$ cat config.mk
export PLATFORM = sky130hd
export DESIGN_NAME = ppt_spi_regs
export DESIGN_NICKNAME = d
export VERILOG_FILES = /design/src/rtl/ppt_regs_pkg.sv /design/src/rtl/spi_frame_rx.sv /design/src/rtl/ppt_spi_regs.sv
export SDC_FILE = /design/constraint.sdc
export NUM_CORES = 1
export LEC_CHECK = 0
export CAP_MARGIN = 20
export CORE_MARGIN = 4
export CORE_UTILIZATION = 40
export DETAILED_ROUTE_END_ITERATION = 8
export PLACE_DENSITY = 0.65
export SLEW_MARGIN = 5
export SYNTH_ARGS = -nofsm -noshare
export SYNTH_HDL_FRONTEND = slang
export SYNTH_SLANG_ARGS = --single-unit
$ cat constraint.sdc
create_clock -name clk -period 3.2 [get_ports clk]
set_input_delay 0.64 -clock clk [delete_from_list [all_inputs] [get_ports clk]]
set_output_delay 0.64 -clock clk [all_outputs]
set_load 0.02 [all_outputs]
$ cat src/rtl/ppt_regs_pkg.sv
// rtl/ppt_regs_pkg.sv - shared constants and types for the thruster SPI register block
package ppt_regs_pkg;

    localparam int FRAME_BITS = 24;
    localparam int ADDR_BITS  = 7;
    localparam int DATA_BITS  = 16;

    localparam logic [ADDR_BITS-1:0] ADDR_CTRL   = 7'h00;
    localparam logic [ADDR_BITS-1:0] ADDR_PERIOD = 7'h01;
    localparam logic [ADDR_BITS-1:0] ADDR_WIDTH  = 7'h02;
    localparam logic [ADDR_BITS-1:0] ADDR_SHOTS  = 7'h03;
    localparam logic [ADDR_BITS-1:0] ADDR_COUNT  = 7'h04;
    localparam logic [ADDR_BITS-1:0] ADDR_STATUS = 7'h05;
    localparam logic [ADDR_BITS-1:0] ADDR_ID     = 7'h07;

    localparam logic [14:0] PERIOD_RST = 15'd128;
    localparam logic [14:0] WIDTH_RST  = 15'd1;

    typedef struct packed {
        logic cfg_err;
        logic done;
        logic run;
    } status_t;

endpackage

$ cat src/rtl/spi_frame_rx.sv
// rtl/spi_frame_rx.sv - oversampled mode-0 SPI slave framing: 24-bit frames, write/read strobes, MISO shifting
module spi_frame_rx
    import ppt_regs_pkg::*;
#(
    parameter int SYNC_STAGES = 2
) (
    input  logic                 clk,
    input  logic                 rst_n,
    input  logic                 spi_sck,
    input  logic                 spi_cs_n,
    input  logic                 spi_mosi,
    output logic                 spi_miso,
    output logic                 wr_strobe,
    output logic                 rd_strobe,
    output logic [ADDR_BITS-1:0] addr,
    output logic [DATA_BITS-1:0] wdata,
    input  logic [DATA_BITS-1:0] rdata
);

    logic [SYNC_STAGES-1:0] sck_sync, cs_sync, mosi_sync;
    logic                   sck_d, cs_d;
    logic                   sck_s, cs_s, mosi_s;
    logic                   sck_rise, sck_fall, cs_fall, cs_rise;
    logic                   frame_open, take, addr_done, last_bit, rw;
    logic [4:0]             bit_cnt;
    logic [DATA_BITS-1:0]   shift, tx_shift;
    logic                   tx_active;

    always_ff @(posedge clk or negedge rst_n) begin
        if (!rst_n) begin
            sck_sync  <= '0;
            cs_sync   <= '1;
            mosi_sync <= '0;
            sck_d     <= 1'b0;
            cs_d      <= 1'b1;
        end else begin
            sck_sync  <= {sck_sync[SYNC_STAGES-2:0], spi_sck};
            cs_sync   <= {cs_sync[SYNC_STAGES-2:0], spi_cs_n};
            mosi_sync <= {mosi_sync[SYNC_STAGES-2:0], spi_mosi};
            sck_d     <= sck_s;
            cs_d      <= cs_s;
        end
    end

    assign sck_s    = sck_sync[SYNC_STAGES-1];
    assign cs_s     = cs_sync[SYNC_STAGES-1];
    assign mosi_s   = mosi_sync[SYNC_STAGES-1];
    assign sck_rise = sck_s & ~sck_d;
    assign sck_fall = ~sck_s & sck_d;
    assign cs_fall  = ~cs_s & cs_d;
    assign cs_rise  = cs_s & ~cs_d;

    // frame_open closes after the 24th bit so trailing sck edges are ignored
    assign take      = frame_open & ~cs_s & sck_rise;
    assign addr_done = take && (bit_cnt == 5'(ADDR_BITS));
    assign last_bit  = take && (bit_cnt == 5'(FRAME_BITS - 1));
    assign wdata     = shift;

    always_ff @(posedge clk or negedge rst_n) begin
        if (!rst_n) begin
            bit_cnt    <= '0;
            frame_open <= 1'b0;
            shift      <= '0;
            rw         <= 1'b0;
            addr       <= '0;
            wr_strobe  <= 1'b0;
            rd_strobe  <= 1'b0;
        end else begin
            wr_strobe <= last_bit & ~rw;
            rd_strobe <= addr_done & shift[ADDR_BITS-1];
            if (cs_fall) begin
                bit_cnt    <= '0;
                frame_open <= 1'b1;
            end else if (cs_rise || last_bit) begin
                frame_open <= 1'b0;
            end
            if (take) begin
                bit_cnt <= bit_cnt + 5'd1;
                shift   <= {shift[DATA_BITS-2:0], mosi_s};
            end
            if (addr_done) begin
                rw   <= shift[ADDR_BITS-1];
                addr <= {shift[ADDR_BITS-2:0], mosi_s};
            end
        end
    end

    // read data is loaded one clk after the address byte; the first sck fall is at least two clk later
    always_ff @(posedge clk or negedge rst_n) begin
        if (!rst_n) begin
            tx_shift  <= '0;
            tx_active <= 1'b0;
            spi_miso  <= 1'b0;
        end else if (cs_fall || cs_rise || last_bit) begin
            tx_active <= 1'b0;
            spi_miso  <= 1'b0;
        end else if (rd_strobe) begin
            tx_shift  <= rdata;
            tx_active <= 1'b1;
        end else if (tx_active && sck_fall) begin
            spi_miso <= tx_shift[DATA_BITS-1];
            tx_shift <= {tx_shift[DATA_BITS-2:0], 1'b0};
        end
    end

endmodule

$ cat src/rtl/ppt_spi_regs.sv
// rtl/ppt_spi_regs.sv - SPI register file driving the thruster pulse generator, with shot counting and auto-stop
module ppt_spi_regs
    import ppt_regs_pkg::*;
#(
    parameter logic [7:0] ID_VALUE    = 8'hA5,
    parameter int         SYNC_STAGES = 2
) (
    input  logic        clk,
    input  logic        rst_n,
    input  logic        spi_sck,
    input  logic        spi_cs_n,
    input  logic        spi_mosi,
    output logic        spi_miso,
    input  logic        pulse_in,
    output logic        run,
    output logic [14:0] pulse_period,
    output logic [14:0] pulse_width
);

    logic                 wr_strobe, rd_strobe;
    logic [ADDR_BITS-1:0] addr;
    logic [DATA_BITS-1:0] wdata, rdata, rd_word;
    logic [DATA_BITS-1:0] shots, count, count_next;
    logic                 done, pulse_d;
    logic                 cfg_err, ctrl_wr, run_set, shot, limit_hit;
    status_t              status;

    spi_frame_rx #(
        .SYNC_STAGES(SYNC_STAGES)
    ) u_rx (
        .clk       (clk),
        .rst_n     (rst_n),
        .spi_sck   (spi_sck),
        .spi_cs_n  (spi_cs_n),
        .spi_mosi  (spi_mosi),
        .spi_miso  (spi_miso),
        .wr_strobe (wr_strobe),
        .rd_strobe (rd_strobe),
        .addr      (addr),
        .wdata     (wdata),
        .rdata     (rdata)
    );

    assign cfg_err    = (pulse_width == '0) || (pulse_width >= pulse_period);
    assign ctrl_wr    = wr_strobe && (addr == ADDR_CTRL);
    assign run_set    = ctrl_wr && wdata[0] && !cfg_err;
    assign shot       = pulse_in && !pulse_d && run;
    assign count_next = (count == '1) ? count : count + 16'd1;
    assign limit_hit  = shot && (shots != '0) && (count_next == shots);

    always_ff @(posedge clk or negedge rst_n) begin
        if (!rst_n) begin
            run          <= 1'b0;
            done         <= 1'b0;
            pulse_period <= PERIOD_RST;
            pulse_width  <= WIDTH_RST;
            shots        <= '0;
            count        <= '0;
            pulse_d      <= 1'b0;
        end else begin
            pulse_d <= pulse_in;
            if (wr_strobe && addr == ADDR_PERIOD) pulse_period <= wdata[14:0];
            if (wr_strobe && addr == ADDR_WIDTH)  pulse_width  <= wdata[14:0];
            if (wr_strobe && addr == ADDR_SHOTS)  shots        <= wdata;
            if (ctrl_wr && wdata[1])  count <= '0;
            else if (shot)            count <= count_next;
            // a CTRL write that actually takes effect overrides the shot-limit stop
            if (ctrl_wr && (!wdata[0] || !cfg_err)) run <= wdata[0];
            else if (limit_hit)                     run <= 1'b0;
            if (run_set)        done <= 1'b0;
            else if (limit_hit) done <= 1'b1;
        end
    end

    always_comb begin
        status.cfg_err = cfg_err;
        status.done    = done;
        status.run     = run;
        rd_word        = '0;
        case (addr)
            ADDR_CTRL:   rd_word = {15'b0, run};
            ADDR_PERIOD: rd_word = {1'b0, pulse_period};
            ADDR_WIDTH:  rd_word = {1'b0, pulse_width};
            ADDR_SHOTS:  rd_word = shots;
            ADDR_COUNT:  rd_word = count;
            ADDR_STATUS: rd_word = {13'b0, status};
            ADDR_ID:     rd_word = {8'h00, ID_VALUE};
            default:     rd_word = '0;
        endcase
    end

    assign rdata = rd_strobe ? rd_word : '0;

endmodule

==> results of run 1 <==
==> cell families after synthesis <==
logic type / Yosys count / share of synthesized area
AND/OR/NAND/NOR: 191 / 0.1552
AO/OA/AOI/OAI: 127 / 0.1326
multiplexers: 73 / 0.1235
buffers and inverters: 65 / 0.05306
flip-flops: 123 / 0.4654
adder cells (fa/ha/maj): 19 / 0.03588
XOR/XNOR: 26 / 0.03436
==> power by group <==
part	internal [mW]	total, mW	switching, mW
combinational	0.0426	0.0901	0.0475
sequential	1.60	1.66	0.0618
clock	1.20	1.93	0.737
total	2.83	3.68	0.847
==> final timing paths <==
| path | end | cells past startpoint |
|---|---|---|
| min in group clk | u_rx.sck_sync[1]$_DFF_PN0_ | 0 |
| worst max register to register | done$_DFFE_PN0P_ | 8 |
| max in group asynchronous | pulse_period[7]$_DFFE_PN1P_ | 2 |
| worst max-delay path | done$_DFFE_PN0P_ | 8 |
| worst min-delay path | pulse_d$_DFF_PN0_ | 1 |
| worst min register to register | u_rx.sck_sync[1]$_DFF_PN0_ | 0 |
==> through the flow <==
stage	hold WS, ns	worst slack (ns)	instances
2_1_floorplan	0.3312	0.8079	624
3_3_place_gp	0.3338	0.5133	855
3_5_place_dp	0.3424	0.4791	855
4_1_cts	0.1790	0.4566	887
5_1_grt	0.2032	0.1412	887
6_report	0.1682	0.3859	887
==> cell type report <==
class                           instances  area, um^2  share of cell area
Clock buffer                           20       456.7             0.05870
Clock inverter                         12       138.9             0.01785
Inverter                               21       78.83             0.01013
Timing Repair Buffer                   59       545.5             0.07012
Sequential cell                       123        3084              0.3964
Multi-Input combinational cell        436        3206              0.4120
Tap cell                              216       270.3             0.03474
==> sequential cells by signal (all words and copies together) (netlist names), 2 cells and up <==
| register | cells |
|---|---|
| u_rx.addr | 7 |
| u_rx.sck_sync | 2 |
| u_rx.tx_shift | 16 |
| u_rx.mosi_sync | 2 |
| pulse_width | 15 |
| u_rx.wdata | 16 |
| pulse_period | 15 |
| shots | 16 |
| u_rx.bit_cnt | 5 |
| count | 16 |
| u_rx.cs_sync | 2 |
==> synthesized netlist by cell type, types with 11 or more instances <==
master and number:
a21o_1 15, a21oi_1 25, a222oi_1 14, and3_1 11
clkbuf_1 18, dfrtp_1 118, ha_1 19, inv_1 21
mux2_1 20, mux2_2 50, nand2_1 36, nand3_1 23
nand4_1 13, nor2_1 46, nor3_1 14, nor4_1 15
o21ai_0 28, xnor2_1 16
==> routing by layer <==
layer / vias up / wire length, um / part of all wire / GRT usage
li1: 2372 / - / - / -
met1: 2633 / 7940 / 0.44 / 0.2781
met2: 220 / 8597 / 0.48 / 0.3275
met3: 28 / 1254 / 0.069 / 0.04154
met4: 0 / 300 / 0.017 / 0.06495
met5: - / 0 / 0 / 0
==> summary.log, run 1 <==
INFO  critical_path  worstSetupEndpointType=register
INFO  die            die-width=136.7um
INFO  clocking       clock_sink_count=123
INFO  die            ios=38
INFO  critical_path  cp_data_arrival_time=3.14ns
INFO  place          io_buffer_count=37
INFO  place          detailedPlacementHpwl=12.80mm
INFO  drt            routed-via-count=5253
INFO  finish         final_core_util=0.4845
INFO  sta            report.final.slew_viol_count=0
INFO  finish         final_layout_size_suffix_gt1_frac=0.1759
INFO  clocking       postCtsSetupBuffers=0
INFO  run_status     run_status=complete, no violations
INFO  clocking       htreeDepth=4
INFO  global_routing grt_pass1_vias=5308
INFO  power          worst_voltage_drop_across_the_vdd_grid=525.7uV
INFO  global_routing grt_first_pass_wirelength=29.40mm
INFO  power          power.density=473.2nW/um^2
INFO  clocking       cts_resized=0
INFO  sta            timing.final.crit_share=0.8794
INFO  finish         layout.cells.most_common=dfrtp_1
INFO  critical_path  start_kind=register
INFO  synth          syn-instance-count=624
INFO  synth          synth_enable_flop_cells=0
INFO  critical_path  crit_type=register to register
INFO  die            placeableCoreArea=16060um^2
INFO  drt            detail_route.first_pass.iterations=8
INFO  critical_path  timing.critical_path.from=count[0]$_DFFE_PN0P_
INFO  synth          yosysTopAreaCellShare=0.4456
INFO  die            start_util=0.4127
INFO  synth          syn_nets=649
INFO  critical_path  crit_buf_inv=0
INFO  finish         area_delta_synth_final=17.41%
INFO  sta            worst_clock_skew=0.01112ns
INFO  global_routing grt_remaining_overflow=0
INFO  synth          yosys_register_bits=123
INFO  sta            report.final.hold_viol_count=0
INFO  finish         number_of_diodes=0
INFO  critical_path  crit_path_max_fanout=8
INFO  min_path       hold_path.class=primary input to async pin
INFO  power          power.leakage=3.448nW
INFO  finish         filler_cell_count=1452
INFO  sta            slew_headroom=0.5366
INFO  critical_path  worstPathCellList=ha_1 -> nand3_1 -> nor3_1 -> or3b_2 -> o2111ai_1 -> a2111oi_0 -> nand4_1 -> a211oi_1
INFO  drt            detail_route.drc_violations=0
INFO  finish         finish.instance_area=7780um^2
INFO  synth          synthesis.area_per_instance=10.62um^2
INFO  clocking       cts_buffers=17
INFO  drt            final_antenna_net_count=0
INFO  sta            period_minus_slack=2.814ns
INFO  sta            totalNegativeSetupSlack=0ns
INFO  global_routing largest_net_degree_at_the_start_of_global_routing=50
INFO  critical_path  ff2ff_setup_slack=0.39ns
INFO  synth          netlist_top_cells_area=dfrtp_1, mux2_2, ha_1
INFO  run            max-cap-violations=0
INFO  critical_path  largest_delay_contributor_family_on_the_critical_path=simple AND/OR/NAND/NOR gates
INFO  global_routing grt_antenna_before_repair=0
INFO  clocking       ctsHoldBuffers=0
INFO  place          place_area=7184um^2
INFO  synth          yosysUniqueCellTypes=65
INFO  synth          synth_flop_cell=dfrtp_1
INFO  sta            setup_viol=0
INFO  power          report.power.total=3.681mW
INFO  finish         fin_nets=683
INFO  drt            first_iter_violations=676
INFO  clocking       clkTransAtPathRegs=0.06ns
INFO  global_routing grt_usage=0.2041
INFO  place          gp_routability_congestion=0.9009
INFO  synth          synthDominantAreaCellType=dfrtp_1
INFO  clocking       tritoncts_clock_tree=yes
INFO  synth          synthArstFlopShare=1.000
INFO  drt            via_per_inst=5.922
INFO  finish         mostFrequentLayoutCells=dfrtp_1, mux2_2, nor2_1
INFO  critical_path  worst_path_largest_cell_delay=0.49ns
INFO  die            die_height=136.7um
INFO  critical_path  r2r_start=count[0]$_DFFE_PN0P_
INFO  synth          netlist_area=6626um^2
INFO  clocking       clock-root-buffer=clkbuf_16
INFO  drt            drt-wirelength-per-cell=20.40um
INFO  critical_path  cp_data_required_time=3.52ns
INFO  critical_path  critical_path.slowest_cell=dfrtp_1
INFO  sta            maxClockFrequency=0.3554GHz
INFO  die            die_area=18690um^2
INFO  drt            route.final.wire_length=18.09mm
INFO  clocking       clk-insertion-delay-late=0.42ns
INFO  clocking       max-clock-path-buffers=2
INFO  die            std_cell_rows=46
INFO  synth          synthesis.yosys.warnings=0
INFO  sta            grt_setup_unrepaired=no
INFO  sta            worst_pin_slew=0.6951ns
INFO  synth          seq_area_frac_synth=0.4654
No activity file was read; power rests on OpenSTA's default activity.
==> run 2, diff against run 1 <==
Settings changed: CTS_BUF_LIST set to sky130_fd_sc_hd__clkbuf_16.
==> summary.log, run 2 (same netlist as run 1, synthesis figures left out) <==
INFO  run_status     run_status=complete, no violations
INFO  finish         final_core_util=0.4832
INFO  global_routing grt_antenna_before_repair=0
INFO  sta            worst_clock_skew=0.008644ns
INFO  finish         finish.instance_area=7760um^2
INFO  critical_path  cp_data_arrival_time=3.14ns
INFO  finish         final_standard_cell_count_with_taps_included_and_fillers_excluded=887
INFO  sta            grt_setup_unrepaired=no
INFO  sta            report.final.hold_viol_count=0
INFO  drt            final_antenna_net_count=0
INFO  sta            timing.final.crit_share=0.8791
INFO  sta            worst_pin_slew=0.7044ns
INFO  die            ios=38
INFO  clocking       clk-insertion-delay-late=0.42ns
INFO  power          power.density=467.8nW/um^2
INFO  clocking       clkTransAtPathRegs=0.06ns
INFO  sta            slew_headroom=0.5304
INFO  drt            first_iter_violations=704
INFO  finish         filler_cell_count=1451
INFO  place          gp_routability_congestion=0.9009
INFO  drt            routed-via-count=5300
INFO  die            start_util=0.4127
INFO  critical_path  crit_path_max_fanout=8
INFO  finish         area_delta_synth_final=17.11%
INFO  finish         fin_nets=683
INFO  power          power.leakage=3.441nW
INFO  die            placeableCoreArea=16060um^2
INFO  min_path       hold_path.class=primary input to async pin
INFO  critical_path  worstSetupEndpointType=register
INFO  global_routing grt_pass1_vias=5317
INFO  global_routing grt_remaining_overflow=0
INFO  clocking       max-clock-path-buffers=2
INFO  place          place_area=7184um^2
INFO  run            max-cap-violations=0
INFO  clocking       clock-root-buffer=clkbuf_16
INFO  clocking       ctsHoldBuffers=0
INFO  die            std_cell_rows=46
INFO  power          report.power.total=3.630mW
INFO  critical_path  worstRegToRegCells=8
INFO  sta            setup_viol=0
INFO  critical_path  start_kind=register
INFO  clocking       cts_resized=0
INFO  die            die_area=18690um^2
INFO  clocking       postCtsSetupBuffers=0
INFO  clocking       cts_buffers=17
INFO  finish         number_of_diodes=0
INFO  sta            maxClockFrequency=0.3555GHz
INFO  power          worst_voltage_drop_across_the_vdd_grid=525.3uV
INFO  global_routing largest_net_degree_at_the_start_of_global_routing=50
INFO  sta            totalNegativeSetupSlack=0ns
INFO  critical_path  worst_path_largest_cell_delay=0.49ns
INFO  clocking       tritoncts_clock_tree=yes
INFO  drt            detail_route.first_pass.iterations=8
INFO  place          io_buffer_count=37
INFO  place          detailedPlacementHpwl=12.80mm
INFO  critical_path  worstPathCellList=ha_1 -> nand3_1 -> nor3_1 -> or3b_2 -> o2111ai_1 -> a2111oi_0 -> nand4_1 -> a211oi_1
INFO  critical_path  critical_path.slowest_cell=dfrtp_1
INFO  place          numPlacedInstances=855
INFO  drt            drt-wirelength-per-cell=20.39um
INFO  drt            detail_route.drc_violations=0
INFO  global_routing grt_usage=0.2032
INFO  finish         mostFrequentLayoutCells=dfrtp_1, mux2_2, nor2_1
INFO  global_routing grt_first_pass_wirelength=29.26mm
INFO  clocking       htreeDepth=4
INFO  clocking       clock_sink_count=123
INFO  die            die_height=136.7um
INFO  finish         final_layout_size_suffix_gt1_frac=0.1729
INFO  critical_path  crit_type=register to register
INFO  drt            via_per_inst=5.975
INFO  sta            report.final.slew_viol_count=0
INFO  critical_path  cp_data_required_time=3.52ns
INFO  drt            route.final.wire_length=18.08mm
INFO  sta            period_minus_slack=2.813ns
INFO  die            die-width=136.7um
INFO  finish         layout.cells.most_common=dfrtp_1
run 2: cell types whose count changed in the layout (fill, tap and decap cells not counted), sizes merged:
cell	delta
clkbuf	-3
clkinv	+2
inv	+1
run 2: through the flow:
stage	hold slack, ns	setup WS (ns)
6_report	0.1710	0.3869
5_1_grt	0.2049	0.1412
4_1_cts	0.1806	0.4566
3_5_place_dp	0.3424	0.4791
3_3_place_gp	0.3338	0.5133
2_1_floorplan	0.3312	0.8079
run 2: power by group:
part / total, mW / internal (mW) / switching (mW) / leakage [nW]
Clock: 1.88 / 1.14 / 0.738 / 0.278
Sequential: 1.66 / 1.60 / 0.0614 / 1.67
Combinational: 0.0903 / 0.0427 / 0.0476 / 1.49
run 2: per-layer routing:
| metal | vias up | track usage | wire (um) |
|---|---|---|---|
| met5 | - | 0 | 0 |
| met4 | 0 | 0.06831 | 340 |
| met3 | 30 | 0.04301 | 1113 |
| met2 | 237 | 0.3239 | 8642 |
| met1 | 2661 | 0.2760 | 7986 |
| li1 | 2372 | - | - |
run 2: final cells by class:
class	count	area (um^2)	area share
well taps	216	270.3	0.03483
flip-flops and latches	123	3084	0.3975
clock buffers	17	425.4	0.05482
multi-input cells	436	3206	0.4131
clock inverters	15	150.1	0.01935
repair buffers	59	545.5	0.07030
inverters	21	78.83	0.01016
run 2: path summary, 6_finish.rpt:
check | startpoint | slack [ns] | to
max in group asynchronous | rst_n | 2.12 | pulse_period[7]$_DFFE_PN1P_
min reg2reg | u_rx.sck_sync[0]$_DFF_PN0_ | 0.35 | u_rx.sck_sync[1]$_DFF_PN0_
max reg2reg | count[0]$_DFFE_PN0P_ | 0.39 | done$_DFFE_PN0P_
max | count[0]$_DFFE_PN0P_ | 0.39 | done$_DFFE_PN0P_
min | rst_n | 0.17 | pulse_d$_DFF_PN0_
min in group clk | u_rx.sck_sync[0]$_DFF_PN0_ | 0.35 | u_rx.sck_sync[1]$_DFF_PN0_
run 2: worst max-delay path, delay by kind of cell (launching register included):
kind	cells	cell delay, ns
AOI/OAI and AO/OA	3	0.81
DFF	1	0.49
and+or+nand+nor	4	1.11
adders and majority gates	1	0.32
==> patch 1: new RTL, settings of run 1 <==
Set the package constant `ADDR_BITS` to 5 (it was 7).
--- a/src/rtl/ppt_regs_pkg.sv
+++ b/src/rtl/ppt_regs_pkg.sv
@@ -3,5 +3,5 @@
 
     localparam int FRAME_BITS = 24;
-    localparam int ADDR_BITS  = 7;
+    localparam int ADDR_BITS  = 5;
     localparam int DATA_BITS  = 16;
 
Behaviour: no difference found for any inputs over 10 cycles, from zero or initial values and one cycle with rst_n low; that may be too few to reach the edited logic, so the function may still have changed.
==> patch 1 against run 1 <==
  * Clock skew fell by 3.6 ps
  * Count of clock-buffer cells in the layout decreased by 1
  * Synthesized area shrank 2.1%
  * Non-clock buffer count up 5
  * Fmax shrank 3.9%
  * Routed wire length rose by 0.43%
  * Final area down 0.14%
  * Sequential cell count down 2
  * Synthesized cell count increased by 1.9%
  * Worst setup slack worse by 110 ps
  * Largest cell class unchanged
  * Highest routed layer unchanged
Power is not compared: it rests on default switching activity, and its combinational part moved more than twofold at a synthesized area within 25%.
==> patch 1: results (changes against run 1) <==
* Status: completed
* Reg2Reg Depth at 7 (-1)
* Fill cell total of the finished layout at 1495 (+3.0%)
* Invs w/o clock at 27 (+29%)
* Non-CTS buffers at 64 (+8.5%)
* Layout clock buffer count at 19 (-5.0%)
* Final non-filler cell total at 909 (+2.5%)
* Detailed-router iteration count before antenna repair at 6 (-2)
* First-pass GRT wire length at 29800 um (+1.3%)
* NumNets Final at 706 (+3.4%)
* Final Util at 48.9% (+0.46 points)
* Top cells by area, synth: dfrtp_1 45%, mux2_2 7.8%, nand2_1 4.5%, o21ai_0 4.2%, ha_1 3.9%
* Non-clk buf share at 7.51% (+0.49 points)
* Register area share after synthesis at 46.8% (+0.24 points)
* Vias at 5323 (+1.3%)
* H-Tree Depth at 4 (unchanged)
* DP Wirelength at 13000 um (+1.2%)
* Post-DP Area at 7150 um2 (-0.50%)
* WHS at 172 ps (+3.78 ps)
* Setup Skew at 7.54 ps (-3.58 ps)
* Slew @ Worst Pin at 896 ps (+200 ps)
* Complex-gate fraction of the synthesized area at 16.6% (+3.3 points)
* Clock-cell share at 7.96% (+0.30 points)
* Vias in the first global route at 5413 (+2.0%)
* CP Max Fanout at 9 (+1)
* Post-Synth Adder-Cell Area at 3.86% (+0.27 points)
* DRC Markers at 0 (unchanged)
* Root Buffer: clkbuf_16
* Final total power at 4.13 mW
* Mux cell area share after synthesis at 8.28% (-4.1 points)
* Iteration-0 DRC count of the detailed router at 456 (-33%)
* Setup crit end: run
* Critical Path Start: count[6]
* Syn_nets at 662 (+2.0%)
* Post-Layout Inst Area at 7770 um2 (-0.14%)
* Post-Syn Instances at 636 (+1.9%)
* Placed cell count at 877 (+2.6%)
* Synth cell count leaders: 116 x dfrtp_1, 77 x nand2_1, 55 x o21ai_0, 45 x mux2_2, 35 x nor2_1
* Static leakage at 3.45 nW
* F_max at 342 MHz (-3.9%)
* Multi-input combinational area share at 40.7% (-0.54 points)
* GPL Wtd Cong at 0.952 (+5.7%)
* Gr usage total at 20.9% (+0.45 points)
* FFs & Latches at 121 (-1.6%)
* Largest net degree at the start of global routing at 46 (-8.0%)
* Share of layout cells above drive strength 1 at 19.0% (+1.5 points)
* #MultiIn Comb at 449 (+3.0%)
* Final WL at 18200 um (+0.43%)
* Worst EP arrival at 3220 ps (+80 ps)
* Reg2Reg Setup Slack at 270 ps (-110 ps)
* Worst-Skew Late Latency at 410 ps
* Hold Crit Class: in -> async
* Synth Area in XOR/XNOR at 3.78% (+0.35 points)
* Reg2reg end: run
* Buffers on Ports at 37 (unchanged)
* Initial antenna violation count at 0 (unchanged)
* Pre-CTS setup slack at 230 ps (-249 ps)
* Seq area share at 39.1% (-0.55 points)
* Yosys cell types at 70 (+7.7%)
==> patch 1: cell families after synthesis <==
| group | count (synthesis) |
|---|---|
| flip-flops | 121 |
| multiplexers | 48 |
| AND/OR/NAND/NOR | 198 |
| AO/OA/AOI/OAI | 155 |
| buffers and inverters | 66 |
| adder cells (fa/ha/maj) | 20 |
| XOR/XNOR | 28 |
==> patch 1: critical path: stages, from the launching register on <==
cell and delay, ps:
dfrtp_1 550, nand3_2 210, or4_4 590, a2111oi_4 300
o32ai_1 120, or4_1 570, o41ai_1 360, a21oi_1 110
==> patch 1: layer usage <==
layer	vias to the layer above	global-route usage (%)	wire [um]
met5	-	0	0
met1	2666	28.1	7890
met4	0	6.55	384
met3	31	4.53	1040
li1	2415	-	-
met2	211	33.7	8850
==> patch 1: what timing repair did <==
action / in CTS / in global routing
setup buffers: 0 / 0
endpoints found under the hold margin: 0 / 0
resized for setup: 0 / 2
setup endpoints to repair: 0 / 1
==> patch 2: new RTL, config.mk and constraints of run 1 <==
Made on the original files. Make the reset (`rst_n`) synchronous in 4 clocked blocks.
--- a/src/rtl/spi_frame_rx.sv
+++ b/src/rtl/spi_frame_rx.sv
@@ -27,5 +27,5 @@
     logic                   tx_active;
 
-    always_ff @(posedge clk or negedge rst_n) begin
+    always_ff @(posedge clk) begin
         if (!rst_n) begin
             sck_sync  <= '0;
@@ -57,5 +57,5 @@
     assign wdata     = shift;
 
-    always_ff @(posedge clk or negedge rst_n) begin
+    always_ff @(posedge clk) begin
         if (!rst_n) begin
             bit_cnt    <= '0;
@@ -87,5 +87,5 @@
 
     // read data is loaded one clk after the address byte; the first sck fall is at least two clk later
-    always_ff @(posedge clk or negedge rst_n) begin
+    always_ff @(posedge clk) begin
         if (!rst_n) begin
             tx_shift  <= '0;
--- a/src/rtl/ppt_spi_regs.sv
+++ b/src/rtl/ppt_spi_regs.sv
@@ -49,5 +49,5 @@
     assign limit_hit  = shot && (shots != '0) && (count_next == shots);
 
-    always_ff @(posedge clk or negedge rst_n) begin
+    always_ff @(posedge clk) begin
         if (!rst_n) begin
             run          <= 1'b0;
Check against the original RTL: no difference found for any inputs over 10 cycles, from zero or initial values and one cycle with rst_n low; that may be too few to reach the edited logic, so the function may still have changed.
==> patch 2 against run 1 <==
  * Utilization increased by 0.51 points
  * Non-clock buffer count increased by 7
  * Worst setup slack got worse by 130 ps
  * Routed wire length increased by 2.8%
  * Final area decreased by 0.40%
  * Sequential cell count unchanged
  * Hold slack improved by 250 ps
  * Synthesized area decreased by 2.5%
  * Die area decreased by 2.4%
  * Sequential power decreased by 7%
  * Sequential share of layout area decreased by 7.9 points
  * Largest cell class unchanged
  * Combinational power decreased by 43%
  * Total power increased by 0.29%
==> patch 2: results (changes against run 1) <==
* Net Sw Frac at 21.0% (-2.0 points)
* Setup Skew at 8.77 ps (-2.35 ps)
* Final Util at 49.0% (+0.51 points)
* # diodes at 0 (unchanged)
* Routed Antenna Nets at 0 (unchanged)
* Vias at 5899 (+12%)
* Worst EP arrival at 3230 ps (+90 ps)
* Yosys cell types at 55 (-15%)
* Worst-Skew Late Latency at 420 ps (about the same)
* DP Wirelength at 13000 um (+1.6%)
* CP Max Fanout at 9 (+1)
* Register area share after synthesis at 38.1% (-8.4 points)
* Ys async rst share at 0% (-100 points)
* Deepest clock path buffer count at 2 (unchanged)
* Initial antenna violation count at 0 (unchanged)
* GPL Wtd Cong at 0.935 (+3.8%)
* First-pass GRT wire length at 29800 um (+1.5%)
* Status: completed
* Buffers on Ports at 37 (unchanged)
* Vias in the first global route at 5474 (+3.1%)
* Synth cell count leaders: 123 x dfxtp_1, 102 x nand2_1, 54 x nand3_1, 47 x a21boi_0, 46 x o21ai_0
* Slew @ Worst Pin at 696 ps (+0.678 ps)
* GRT Residual Overflow at 0 (unchanged)
* Detailed-router iteration count before antenna repair at 5 (-3)
* Peak VDD IR at 0.337 mV (-36%)
* CTS Buf Count at 17 (unchanged)
* NumNets Final at 835 (+22%)
* Met2 WL post-DR at 8160 um (-5.1%)
* Fill cell total of the finished layout at 1530 (+5.4%)
* Uppermost layer routed: met4
* Wire length on met1 at 8800 um (+11%)
* Iteration-0 DRC count of the detailed router at 452 (-33%)
* Main synth FF type: dfxtp_1
* Post-CTS Setup Bufs at 0 (unchanged)
* Hold Crit Class: reg -> reg
* Gr usage total at 20.7% (+0.30 points)
* Yosys Warn Count at 0 (unchanged)
* Final non-filler cell total at 1039 (+17%)
* Clock slew at reported path FFs at 60 ps (about the same)
* DR WL met3 at 1300 um (+3.8%)
* CP peak stage delay at 580 ps (+90 ps)
* Syn_nets at 807 (+24%)
* Static leakage at 2.67 nW (-23%)
* Share of layout cells above drive strength 1 at 8.75% (-8.8 points)
* Post-Syn Instances at 782 (+25%)
* Final WL at 18600 um (+2.8%)
* Largest net degree at the start of global routing at 51 (+2.0%)
* Die area at 18200 um2 (-2.4%)
* Root Buffer: clkbuf_16
* Post-cts gate resize count at 0 (unchanged)
* Post-DP Area at 7110 um2 (-1.1%)
* Pre-CTS setup slack at 248 ps (-231 ps)
* Top cells by area, synth: dfxtp_1 38%, nand2_1 5.9%, a21boi_0 5.5%, mux2i_1 4.2%, nand3_1 4.2%
* Slowest cell on crit path: or4_4
* H-Tree Depth at 4 (unchanged)
## patch 2: cell types whose count changed after synthesis, sizes merged, moves of 23 or more
cell | before | now
a21boi | 0 | 47
nor2b | 2 | 31
nand2 | 37 | 102
mux2 | 70 | 3
dfrtp | 118 | 0
dfxtp | 0 | 123
mux2i | 3 | 28
nand3 | 23 | 54
clkbuf | 22 | 45
## patch 2: final cells by class
cell class                 count  share of cell area (%)
clock inverter                12                    2.41
timing repair buffer          66                    7.69
clock buffer                  20                    5.89
sequential                   123                    31.8
multi-input combinational    575                    47.4
inverter                      27                    1.31
tap                          216                    3.49
## patch 2: power groups by stage
stage,combinational [mW],clock (mW),sequential (mW)
global placement,0.0516,0,1.57
floorplan,0.0350,0,1.57
detailed placement,0.0513,0,1.57
global route,0.0560,2.19,1.54
CTS,0.0513,2.14,1.54
finish,0.0513,2.10,1.54
## patch 2: critical path, delay by kind of cell (launching register included)
family	cells	cell delay (ps)
flops	1	460
xor+xnor	1	140
compound gates	1	120
simple gates	4	1520
fa+ha+maj	1	360
mux	1	220
## patch 2: cell families after synthesis
logic type | synth area share (%)
flops | 38.1
buf+inv | 5.17
fa+ha+maj | 3.68
compound gates | 20.7
xor+xnor | 3.25
mux | 5.06
simple gates | 24.0
## patch 2: path summary, 6_finish.rpt
check / startpoint / endpoint / slack, ps / cells after the start
hold reg to reg: u_rx.cs_sync[0] / u_rx.cs_sync[1] / 420 / 1
setup / recovery: count[1] / run / 250 / 8
hold / removal: u_rx.cs_sync[0] / u_rx.cs_sync[1] / 420 / 1
setup reg to reg: count[1] / run / 250 / 8
## patch 2: metal layers
layer / GRT usage (%) / up-vias
met5: 0 / -
met4: 6.94 / 0
met3: 4.69 / 31
met2: 31.1 / 211
met1: 29.4 / 2809
li1: - / 2848
